`config.mk`:
```
export PLATFORM = sky130hd
export DESIGN_NAME = aes_enc_round_ctrl
export DESIGN_NICKNAME = d
export VERILOG_FILES = /design/src/rtl/aes_pkg.sv /design/src/rtl/aes_enc_round_ctrl.sv
export SDC_FILE = /design/constraint.sdc
export NUM_CORES = 1
export LEC_CHECK = 0
export ABC_AREA = 1
export CAP_MARGIN = 40
export CORE_AREA = 2 2 254 256
export DETAILED_ROUTE_END_ITERATION = 7
export DIE_AREA = 0 0 256 258
export PLACE_DENSITY_LB_ADDON = 0.08
export SYNTH_ARGS = -nofsm -noshare
export SYNTH_HDL_FRONTEND = slang
export SYNTH_SLANG_ARGS = --single-unit
```
`constraint.sdc`:
```
create_clock -name clk -period 7.95 [get_ports clk]
set_clock_uncertainty 0.15 [all_clocks]
set_input_delay 2.385 -clock clk [delete_from_list [all_inputs] [get_ports clk]]
set_output_delay 2.385 -clock clk [all_outputs]
set_load 0.1 [all_outputs]
```
`src/rtl/aes_pkg.sv`:
```
// aes_pkg: shared AES widths, round counts and sequencer types.
// Latency: n/a (types and constants only).
// Backpressure: n/a.
package aes_pkg;

    localparam int AES_BLK_W  = 128;
    localparam int AES_NR_128 = 10;
    localparam int AES_NR_256 = 14;

    // Sequencer phases: waiting for plaintext, iterating rounds, holding ciphertext
    typedef enum logic [1:0] {
        IDLE  = 2'd0,
        ROUND = 2'd1,
        DONE  = 2'd2
    } aes_ctrl_state_t;

    // Round index / round key index (0..14 fits in 4 bits)
    typedef logic [3:0] aes_rnd_idx_t;

    // Round count for a block given its key size
    function automatic aes_rnd_idx_t aes_nr_sel(input logic key256);
        return key256 ? aes_rnd_idx_t'(AES_NR_256) : aes_rnd_idx_t'(AES_NR_128);
    endfunction

endpackage

```
`src/rtl/aes_enc_round_ctrl.sv`:
```
// aes_enc_round_ctrl: iterative AES encrypt sequencer; owns state register, round counter and AddRoundKey.
// Latency: Nr cycles from accept to out_valid (Nr=10, or 14 with key256); one block every Nr+2 cycles.
// Backpressure: ciphertext held in DONE until out_ready; in_ready low outside IDLE, in_valid there is dropped.
// Build option: AES_CTRL_KEY256_EN adds the key256 port and the 14-round mode.
module aes_enc_round_ctrl
    import aes_pkg::*;
#(
    parameter int BLK_W = AES_BLK_W
) (
    input  logic             clk,
    input  logic             rst,
    input  logic             in_valid,
    output logic             in_ready,
    input  logic [BLK_W-1:0] in_data,
    output logic             out_valid,
    input  logic             out_ready,
    output logic [BLK_W-1:0] out_data,
    output logic [3:0]       rk_idx,
    input  logic [BLK_W-1:0] rk,
    output logic [BLK_W-1:0] rnd_state,
    output logic             rnd_last,
    input  logic [BLK_W-1:0] rnd_result,
    output logic             busy
`ifdef AES_CTRL_KEY256_EN
    ,
    input  logic             key256
`endif
);

    aes_ctrl_state_t  fsm;
    logic [BLK_W-1:0] state_q;
    aes_rnd_idx_t     cnt;
    aes_rnd_idx_t     nr;
    logic             last_rnd;
    logic [BLK_W-1:0] key_src;
    logic [BLK_W-1:0] state_nxt;

    // The same XOR serves the initial AddRoundKey (plaintext in IDLE) and
    // the per-round AddRoundKey (round unit output in ROUND). rk follows
    // rk_idx combinationally, so this is the single-cycle critical path.
    assign key_src   = (fsm == IDLE) ? in_data : rnd_result;
    assign state_nxt = key_src ^ rk;
    assign last_rnd  = (cnt == nr);

    assign rnd_state = state_q;
    assign out_data  = state_q;

`ifdef AES_CTRL_KEY256_EN
    aes_rnd_idx_t nr_q;

    // Round count is captured with the plaintext so key256 changes mid-block do not matter
    always_ff @(posedge clk or posedge rst) begin
        if (rst) begin
            nr_q <= aes_rnd_idx_t'(AES_NR_128);
        end else if (fsm == IDLE && in_valid) begin
            nr_q <= aes_nr_sel(key256);
        end
    end

    assign nr = nr_q;
`else
    assign nr = aes_rnd_idx_t'(AES_NR_128);
`endif

    // Sequencer FSM: state register, round counter and all registered handshake/round outputs.
    // rk_idx and rnd_last are computed one cycle ahead so they are plain flops at the output.
    always_ff @(posedge clk or posedge rst) begin
        if (rst) begin
            fsm       <= IDLE;
            state_q   <= '0;
            cnt       <= '0;
            in_ready  <= 1'b1;
            out_valid <= 1'b0;
            busy      <= 1'b0;
            rnd_last  <= 1'b0;
            rk_idx    <= '0;
        end else begin
            case (fsm)
                IDLE: begin
                    if (in_valid) begin
                        state_q  <= state_nxt;
                        cnt      <= aes_rnd_idx_t'(1);
                        rk_idx   <= 4'd1;
                        rnd_last <= 1'b0;
                        in_ready <= 1'b0;
                        busy     <= 1'b1;
                        fsm      <= ROUND;
                    end
                end
                ROUND: begin
                    state_q <= state_nxt;
                    if (last_rnd) begin
                        // cnt parks at Nr; rk_idx returns to 0 for the output phase
                        rk_idx    <= '0;
                        rnd_last  <= 1'b0;
                        out_valid <= 1'b1;
                        fsm       <= DONE;
                    end else begin
                        cnt      <= cnt + 4'd1;
                        rk_idx   <= cnt + 4'd1;
                        rnd_last <= ((cnt + 4'd1) == nr);
                    end
                end
                DONE: begin
                    if (out_ready) begin
                        cnt       <= '0;
                        out_valid <= 1'b0;
                        busy      <= 1'b0;
                        in_ready  <= 1'b1;
                        fsm       <= IDLE;
                    end
                end
                default: begin
                    cnt       <= '0;
                    out_valid <= 1'b0;
                    busy      <= 1'b0;
                    in_ready  <= 1'b1;
                    rnd_last  <= 1'b0;
                    rk_idx    <= '0;
                    fsm       <= IDLE;
                end
            endcase
        end
    end

endmodule

```
Word-level counts from Yosys, hierarchy flattened
Index checks and enable logic that the tools add are counted.
Storage, ports and cells
  flip-flop bits (word level): 142
  word-level logic and storage cells: 52
  bits of input ports: 388
  output and inout bits: 264
Operators by class
  add/subtract/negate cells: 1
  reductions and logical operators: 8
  multiplexer cells: 23
  equality and inequality tests: 8
  bitwise operators: 4
Operators with widths (count)
  $mux W128: 2
  $pmux W128 S2: 1
  $xor A128 B128 Y128: 1
  $pmux W4 S3: 2
  $mux W4: 4
  $pmux W1 S3: 4
  $reduce_and A3 Y1: 4
  $eq A4 B4 Y1 const B: 2
  $ne A2 B2 Y1 const B: 4
  $mux W1: 6
  $mux W2: 3
  $pmux W2 S3: 1
  $add A4 B1 Y4 const B: 1
  $reduce_and A2 Y1: 2
  $not A1 Y1: 3
  $eq A2 B1 Y1 const B: 1
  $eq A2 B2 Y1 const B: 1
  $logic_not A2 Y1: 1
  $reduce_bool A2 Y1: 1

Longest topological paths before layout
Gate-level depths: netlist (run 1).
  word-level depth: 5
  mapped depth: 8
  gate-level depth less buffers: 8

Worst setup path after synthesis (run 1)
Ideal clock, no wire load.
  path kind: register to output
  start: register state_q[0], in the netlist out_data[0]
  end: output port rnd_state[0]
  slack: 4.075 ns
  data arrival time: 1.340 ns
  data required time: 5.415 ns
  path buffers: 1
  cell stages (with the launch flop): 2
  cells stage by stage: dfrtp_1 > buf_4
RTL lines
  start: declaration: line aes_enc_round_ctrl.sv:31  | logic [BLK_W-1:0] state_q;
  start signal: assignment: line aes_enc_round_ctrl.sv:81  | state_q <= state_nxt;
  start signal: assignment: line aes_enc_round_ctrl.sv:91  | state_q <= state_nxt;
  end: declaration: line aes_enc_round_ctrl.sv:20  | output logic [BLK_W-1:0] rnd_state,
No word-level cell between the ends.

Worst setup path in the final report (run 1)
  start: input port in_valid
  end: register state_q[25], in the netlist out_data[25]
Between the ends
  longest elaborated chain between the ends: 2
Ends and longest elaborated chain
  start: declaration: line aes_enc_round_ctrl.sv:12  | input logic in_valid,
  $ne A2 B2 Y1 (no source line)
  $reduce_and A2 Y1 (no source line)
Every way passes these cells.
A chain may end at the register's enable or synchronous reset.

==> results of run 1 <==
## worst paths after layout
check | endpoint | depth (start not counted) | from | slack, ns
min reg2reg | out_valid$_DFFE_PP0P_ | 2 | out_valid$_DFFE_PP0P_ | 0.32
max | out_data[25]$_DFFE_PP0P_ | 8 | in_valid | 3.15
min | out_valid$_DFFE_PP0P_ | 2 | out_valid$_DFFE_PP0P_ | 0.32
min in group asynchronous | out_data[9]$_DFFE_PP0P_ | 2 | rst | 2.25
max reg2reg | out_data[25]$_DFFE_PP0P_ | 7 | fsm[1]$_DFFE_PP0P_ | 4.51
max in group asynchronous | out_data[49]$_DFFE_PP0P_ | 3 | rst | 4.41
## stage by stage
stage,utilization [%],hold slack (ns),worst slack [ns],cells
3_5_place_dp,34.9,0.310,2.54,3533
5_1_grt,35.9,0.336,2.87,3573
3_3_place_gp,28.0,0.310,2.60,3265
4_1_cts,35.9,0.327,3.06,3565
2_1_floorplan,-,0.356,1.61,1963
6_report,35.9,0.319,3.15,3576
## synthesized netlist by cell type
cell,number,share of area [%]
nand2_1,807,26
inv_1,394,13
nand3_1,390,17
buf_4,168,11
dfrtp_1,141,30
buf_2,41,1.8
nor2_1,4,0.13
ha_1,3,0.32
o21ai_0,3,0.13
a21oi_1,2,0.086
clkbuf_1,2,0.065
inv_2,2,0.065
buf_6,1,0.097
dfstp_2,1,0.23
nand2_2,1,0.054
nand3b_1,1,0.065
nand4_1,1,0.054
nor2_4,1,0.097
## worst min-delay path, cell delays in order (launching register included)
cell     delay, ns
dfrtp_1       0.34
nand2_1       0.05
nand2_1       0.04
## cell families after synthesis
logic type,Yosys count
AND/OR/NAND/NOR,1205
adder cells (fa/ha/maj),3
AO/OA/AOI/OAI,5
buffers and inverters,608
flip-flops,142
## cell type report
class                      count  area (um2)
timing repair buffer         927       11000
clock inverter                12         159
fill                        6449       40800
antenna                       11        27.5
sequential                   142        3550
tap                          855        1070
clock buffer                  20         457
inverter                     396        1490
multi-input combinational   1213        5110
## metal layers
layer / vias up / global-route usage (%) / share of wire (%)
met2: 406 / 30.2 / 51
met4: 12 / 5.44 / 2.3
li1: 7210 / - / -
met5: - / 0 / 0.15
met3: 71 / 5.10 / 6.3
met1: 6426 / 18.5 / 40
## sequential cells by signal, indices dropped and copies added, names as in the netlist
register   flops
out_valid      1
in_ready       1
out_data     128
fsm            2
busy           1
cnt            4
rnd_last       1
rk_idx         4
==> flow_metrics.env, run 1 <==
export IMPL_cts_tree="yes"
export IMPL_path_buf_inv=4
export IMPL_fp_dieH_um=258
export IMPL_dieWidth_um=256
export IMPL_overflow=0
export IMPL_syn_to_final_growth_pct=96.7
export IMPL_via_per_inst=3.95
export IMPL_final_cell_mix="nand2_1 (806), clkdlybuf4s50_1 (651), inv_1 (393)"
export IMPL_num_rows=93
export IMPL_grt_pass1_vias=13800
export IMPL_cp_data_arrival_time_ns=5.07
export IMPL_drt_iter0_markers=594
export IMPL_grt_pass1_wl_um=83200
export IMPL_finalCriticalPeriod_ns=4.80
export IMPL_path_clk_slew_ns=0.07
export IMPL_htree_levels=4
export IMPL_synth_area_mm2=0.0116
export IMPL_crit_chain="clkdlybuf4s50_1, inv_1, nand2_1, nand2_4, inv_4, buf_12, nand3_1, nand2_1"
export IMPL_cp_top_family="buffers and inverters"
export IMPL_wl_per_cell_um=15.6
export IMPL_critical_path_class="in2reg"
export IMPL_max_slew_margin_rel_pct=40.7
export IMPL_ys_seq_area_share_pct=30.6
export IMPL_cts_repair_resized=0
export IMPL_cts_buffer_depth=2
export IMPL_end_kind="flip-flop"
export IMPL_synth_compound_area_share_pct=0.215
export IMPL_yosysWarnings=0
export IMPL_cp_slowest_cell="inv_4"
export IMPL_setup_viol=0
export IMPL_synth_seq_cells=142
export IMPL_status="completed"
export IMPL_grt_max_degree=83
export IMPL_ys_types=18
export IMPL_syn_inst=1963
export IMPL_initial_core_util_pct=18.3
export IMPL_finalInstanceArea_mm2=0.0228
export IMPL_synth_top_family_by_area="simple AND/OR/NAND/NOR gates"
export IMPL_cpPeakStageDelay_ns=0.83
export IMPL_hold_buffers=0
export IMPL_clock_sinks=142
export IMPL_numPortBuffers=651
export IMPL_numCtsBuffers=17
export IMPL_hold_viol_final=0
export IMPL_clk_latency_ns=0.47
export IMPL_core_area_mm2=0.0636
export IMPL_grt_antenna_before_repair=16
export IMPL_place_congestion=0.824
export IMPL_drc_errors=0
export IMPL_via_count=14100
export IMPL_fmax_mhz=208
export IMPL_post_cts_setup_buffers=0
export IMPL_place_area_mm2=0.0222
export IMPL_synthSimpleGateAreaFrac_pct=43.3
export IMPL_wl_um=55800
export IMPL_drive_gt1_share_pct=11.6
export IMPL_rsz0062_at_grt="no"
export IMPL_hpwl_um=43600
export IMPL_cap_violations=0
export IMPL_hp_class="reg2reg"
export IMPL_start_kind="primary input"
export IMPL_finalCritPeriodShare_pct=60.3
export IMPL_synthMuxAreaShare_pct=0
export IMPL_cts_root_buf="clkbuf_16"
export IMPL_ios=652
export IMPL_worst_pin_slew_ns=0.889
export IMPL_ant_nets=0
export IMPL_fin_nets=3088
export IMPL_cp_data_required_time_ns=8.22
export IMPL_cpMostUsedCell="nand2_1"
export IMPL_grtUsageTotal_pct=16.7
export IMPL_synth_xor_area_share_pct=0
export IMPL_drv_slew=0
export IMPL_synth_nets=2354
export IMPL_dr_pass1_iters=6
export IMPL_crit_fanout=71
export IMPL_synthAdderAreaFrac_pct=0.323
export IMPL_fin_setup_tns_ns=0
export IMPL_layout_commonest_cell="nand2_1"
export IMPL_die_area_mm2=0.0660
export IMPL_synth_avg_cell_area_um2=5.92
Power of run 1 is left out: the tool's default activity adds up to more than one toggle a clock period on the data nets, which glitch-free logic cannot reach.
==> inputs of run 2 (changes only) <==
- CORE_AREA: 2 2 254 256 -> 2 2 252 254
- DIE_AREA: 0 0 256 258 -> 0 0 254 256
- clock period: 7.95 -> 4.17 ns (I/O delays scaled with it)
==> run 2 against run 1 <==
Net effect: first-iteration DRC count fell by 2.5%; critical path type is now reg2out; global-route usage rose by 0.19 points; count of clock-buffer cells in the layout rose by 3; highest routed layer unchanged.
==> flow_metrics.env, run 2 (synthesis gave the netlist of run 1 again) <==
export IMPL_status="completed"
export IMPL_wl_per_cell_um=16.2
export IMPL_critical_path_class="reg2out"
export IMPL_cap_violations=0
export IMPL_grt_pass1_vias=13300
export IMPL_fill_cells=6740
export IMPL_overflow=0
export IMPL_hpwl_um=42000
export IMPL_grt_max_degree=152
export IMPL_top_layer="met5"
export IMPL_syn_to_final_growth_pct=64.0
export IMPL_r2r_setup_slack_ns=1.83
export IMPL_ant_nets=0
export IMPL_start_kind="flip-flop"
export IMPL_cts_tree="yes"
export IMPL_fin_setup_tns_ns=0
export IMPL_htree_levels=4
export IMPL_post_cts_setup_buffers=0
export IMPL_dieWidth_um=254
export IMPL_layout_commonest_cell="nand2_1"
export IMPL_setup_viol=0
export IMPL_setup_slack_ns=1.13
export IMPL_cts_repair_resized=0
export IMPL_crit_chain="clkdlybuf4s50_1, buf_8"
export IMPL_via_per_inst=3.97
export IMPL_crit_fanout=3
export IMPL_place_congestion=0.790
export IMPL_cp_top_family="buffers and inverters"
export IMPL_end_kind="primary output"
export IMPL_numCtsBuffers=17
export IMPL_drc_errors=0
export IMPL_drive_gt1_share_pct=12.5
export IMPL_cts_buffer_depth=2
export IMPL_wl_um=54600
export IMPL_hold_viol_final=0
export IMPL_max_slew_margin_rel_pct=51.1
export IMPL_dr_pass1_iters=7
export IMPL_fp_dieH_um=256
export IMPL_path_buf_inv=2
export IMPL_grtUsageTotal_pct=16.9
export IMPL_clk_latency_ns=0.47
export IMPL_initial_core_util_pct=18.6
export IMPL_dr_wl_met2_um=28700
export IMPL_core_area_mm2=0.0624
export IMPL_rsz0062_at_grt="no"
export IMPL_fin_nets=2896
export IMPL_num_rows=92
export IMPL_cp_slowest_cell="clkdlybuf4s50_1"
export IMPL_via_count=13400
export IMPL_largest_reg_flops=128
export IMPL_fmax_mhz=329
export IMPL_cp_data_required_time_ns=2.77
export IMPL_finalCriticalPeriod_ns=3.04
export IMPL_drv_slew=0
export IMPL_finalCritPeriodShare_pct=72.8
export IMPL_grt_pass1_wl_um=82100
export IMPL_worst_pin_slew_ns=0.733
export IMPL_grt_antenna_before_repair=12
export IMPL_final_cell_mix="nand2_1 (806), clkdlybuf4s50_1 (454), inv_1 (393)"
export IMPL_met1Wirelength_um=21700
export IMPL_clock_sinks=142
export IMPL_cts_root_buf="clkbuf_16"
export IMPL_path_clk_slew_ns=0.06
export IMPL_ios=652
export IMPL_die_area_mm2=0.0650
export IMPL_hold_buffers=0
export IMPL_routed_wl_met3_um=3410
export IMPL_cpPeakStageDelay_ns=0.54
export IMPL_hp_class="reg2reg"
export IMPL_drt_iter0_markers=579
export IMPL_numPortBuffers=651
export IMPL_cp_data_arrival_time_ns=1.64
export IMPL_pre_cts_ws_ns=0.966
==> run 2: cell count changes in the layout (fill, tap and decap cells not counted) <==
cell | previous run | this run
clkinvlp_4 | 2 | 3
clkdlybuf4s50_1 | 651 | 454
bufinv_16 | 3 | 1
diode_2 | 11 | 6
inv_6 | 4 | 0
buf_4 | 6 | 204
buf_8 | 240 | 67
buf_12 | 2 | 9
clkbuf_1 | 1 | 4
clkinv_2 | 2 | 4
clkinv_4 | 2 | 0
buf_16 | 28 | 1
==> run 2: metal layers <==
layer / track usage (%) / vias to the layer above
li1: - / 6822
met5: 0 / -
met4: 4.71 / 12
met2: 30.7 / 326
met1: 18.8 / 6152
met3: 5.03 / 48
==> run 2: final timing paths <==
kind                                            from  cells past startpoint                         to
setup / recovery           out_data[110]$_DFFE_PP0P_                      2              out_data[110]
hold / removal                 rk_idx[2]$_DFFE_PP0P_                      2      rk_idx[2]$_DFFE_PP0P_
setup reg to reg                  fsm[0]$_DFFE_PP0P_                      7         cnt[0]$_DFFE_PP0P_
hold reg to reg                rk_idx[2]$_DFFE_PP0P_                      2      rk_idx[2]$_DFFE_PP0P_
max in group asynchronous                        rst                      3  out_data[113]$_DFFE_PP0P_
min in group asynchronous                        rst                      2   out_data[84]$_DFFE_PP0P_
==> run 2: worst reg2reg max path, stage by stage, from the launching register on <==
cell and delay, ns:
dfrtp_1 0.45, nor2_4 0.16, buf_12 0.36, buf_12 0.57
nand2_1 0.27, nand2_1 0.13, nand2_1 0.11, nand2_1 0.08
==> run 2: stage by stage <==
| stage | instance area [um2] | hold slack (ns) | utilization, % | std cells |
|---|---|---|---|---|
| CTS | 19000 | 0.343 | 30.5 | 3362 |
| finish | 19100 | 0.335 | 30.5 | 3368 |
| detailed placement | 18500 | 0.321 | 29.7 | 3332 |
| global route | 19000 | 0.378 | 30.5 | 3366 |
| floorplan | 11600 | 0.356 | - | 1963 |
| global placement | 17500 | 0.320 | 28.0 | 3264 |
==> run 2: area by class of cell <==
| cell class | count | area, um2 | share of cell area [%] |
|---|---|---|---|
| Antenna cell | 6 | 15.0 | 0.0788 |
| Clock buffer | 23 | 468 | 2.46 |
| Clock inverter | 7 | 65.1 | 0.341 |
| Inverter | 396 | 1490 | 7.83 |
| Multi-Input combinational cell | 1213 | 5110 | 26.8 |
| Sequential cell | 142 | 3550 | 18.7 |
| Tap cell | 846 | 1060 | 5.56 |
| Timing Repair Buffer | 735 | 7290 | 38.3 |
Power of run 2 is left out for the same reason.
==> inputs of run 3 (changes only) <==
- clock period: 4.17 -> 2.7 ns (I/O delays scaled with it)
==> run 3 against run 2 <==
Net effect: global-route usage decreased by 0.33 points; die area unchanged; cell area decreased by 5.7%; utilization decreased by 1.8 points; count of clock-buffer cells in the layout decreased by 3; final cell count decreased by 1.8%; via count decreased by 1.9%; first-iteration DRC count decreased by 4.5%; critical path depth decreased by 1; routed wire length decreased by 0.72%; worst setup slack got worse by 0.76 ns; worst hold slack got worse by 0.0075 ns; largest cell class unchanged.
==> flow_metrics.env, run 3 (synthesis gave the netlist of run 1 again) <==
export IMPL_status="completed"
export IMPL_grt_use_met3_pct=5.15
export IMPL_drv_slew=0
export IMPL_layout_commonest_cell="nand2_1"
export IMPL_hold_buffers=0
export IMPL_fmax_mhz=430
export IMPL_hold_viol_final=0
export IMPL_cp_slowest_cell="dfrtp_1"
export IMPL_holdWs_ns=0.328
export IMPL_crit_fanout=3
export IMPL_grt_antenna_before_repair=16
export IMPL_finalCriticalPeriod_ns=2.33
export IMPL_finalCritPeriodShare_pct=86.2
export IMPL_clock_sinks=142
export IMPL_hp_class="reg2reg"
export IMPL_drive_gt1_share_pct=13.1
export IMPL_cap_violations=0
export IMPL_drt_iter0_markers=553
export IMPL_grtUsageTotal_pct=16.5
export IMPL_wl_per_cell_um=16.4
export IMPL_cp_top_family="flip-flops"
export IMPL_r2r_cells=7
export IMPL_grt_pass1_vias=12600
export IMPL_ios=652
export IMPL_cts_root_buf="clkbuf_16"
export IMPL_grt_use_met1_pct=18.1
export IMPL_final_cell_mix="nand2_1 (806), inv_1 (393), nand3_1 (390)"
export IMPL_htree_levels=4
export IMPL_hold_path_depth=2
export IMPL_place_congestion=0.803
export IMPL_core_area_mm2=0.0624
export IMPL_via_per_inst=3.96
export IMPL_drc_errors=0
export IMPL_rsz0062_at_grt="no"
export IMPL_worst_pin_slew_ns=0.497
export IMPL_die_area_mm2=0.0650
export IMPL_grt_max_degree=68
export IMPL_grt_util_met2_pct=29.8
export IMPL_ant_nets=0
export IMPL_clk_latency_ns=0.47
export IMPL_path_clk_slew_ns=0.06
export IMPL_critical_path_class="reg2out"
export IMPL_numCtsBuffers=17
export IMPL_fin_nets=2832
export IMPL_cts_tree="yes"
export IMPL_cp_data_arrival_time_ns=1.37
export IMPL_start_kind="flip-flop"
export IMPL_post_cts_setup_buffers=0
export IMPL_numPortBuffers=651
export IMPL_syn_to_final_growth_pct=54.6
export IMPL_grt_pass1_wl_um=79600
export IMPL_fp_dieH_um=256
export IMPL_cp_data_required_time_ns=1.74
export IMPL_overflow=0
export IMPL_via_count=13100
export IMPL_hpwl_um=41500
export IMPL_dieWidth_um=254
export IMPL_cp_depth=1
export IMPL_cpPeakStageDelay_ns=0.53
export IMPL_top_usage_layer="met2"
export IMPL_max_slew_margin_rel_pct=66.8
export IMPL_initial_core_util_pct=18.6
export IMPL_dr_pass1_iters=5
export IMPL_fill_cells=6812
export IMPL_setup_viol=0
export IMPL_crit_chain="buf_4"
export IMPL_cts_repair_resized=0
export IMPL_regArea_mm2=0.00355
export IMPL_path_buf_inv=1
export IMPL_multi_input_area_mm2=0.00511
export IMPL_largest_reg_flops=128
export IMPL_wl_um=54200
export IMPL_cts_buffer_depth=2
export IMPL_end_kind="primary output"
export IMPL_num_rows=92
## run 3: cell count changes in the layout (fill, tap and decap cells not counted), moves of 4 or more
cell | before | now
buf_4 | 204 | 271
buf_8 | 67 | 0
clkdlybuf4s50_1 | 454 | 387
buf_12 | 9 | 13
## run 3: layout make-up
| cell class | instances | area share (%) |
|---|---|---|
| timing repair buffer | 671 | 34.3 |
| multi-input combinational | 1213 | 28.5 |
| sequential | 142 | 19.8 |
| inverter | 396 | 8.31 |
| tap | 846 | 5.89 |
| clock buffer | 20 | 2.54 |
| clock inverter | 12 | 0.529 |
| antenna | 9 | 0.125 |
## run 3: through the flow
step | cells | TNS, ns | area (um2) | util (%) | setup WS [ns]
floorplan | 1963 | -5.11 | 11600 | - | -0.0363
global placement | 3268 | 0 | 17400 | 27.9 | 0.268
detailed placement | 3268 | 0 | 17400 | 27.9 | 0.220
CTS | 3300 | 0 | 17900 | 28.8 | 0.291
global route | 3305 | 0 | 17900 | 28.8 | 0.296
finish | 3309 | 0 | 18000 | 28.8 | 0.372
## run 3: metal layers
metal / up-vias / routed length (um)
li1: 6695 / -
met1: 5987 / 21200
met2: 341 / 28200
met3: 65 / 3570
met4: 16 / 1100
met5: - / 108
## run 3: final timing paths
kind / from / to / slack [ns]
worst max-delay path: out_data[116]$_DFFE_PP0P_ / out_data[116] / 0.37
worst max register to register: fsm[1]$_DFFE_PP0P_ / out_data[67]$_DFFE_PP0P_ / 0.72
worst min-delay path: in_ready$_DFFE_PP1P_ / in_ready$_DFFE_PP1P_ / 0.33
min in group asynchronous: rst / rnd_last$_DFFE_PP0P_ / 0.64
worst min register to register: in_ready$_DFFE_PP1P_ / in_ready$_DFFE_PP1P_ / 0.33
max in group asynchronous: rst / out_data[45]$_DFFE_PP0P_ / 1.32
Power of run 3 is left out for the same reason.
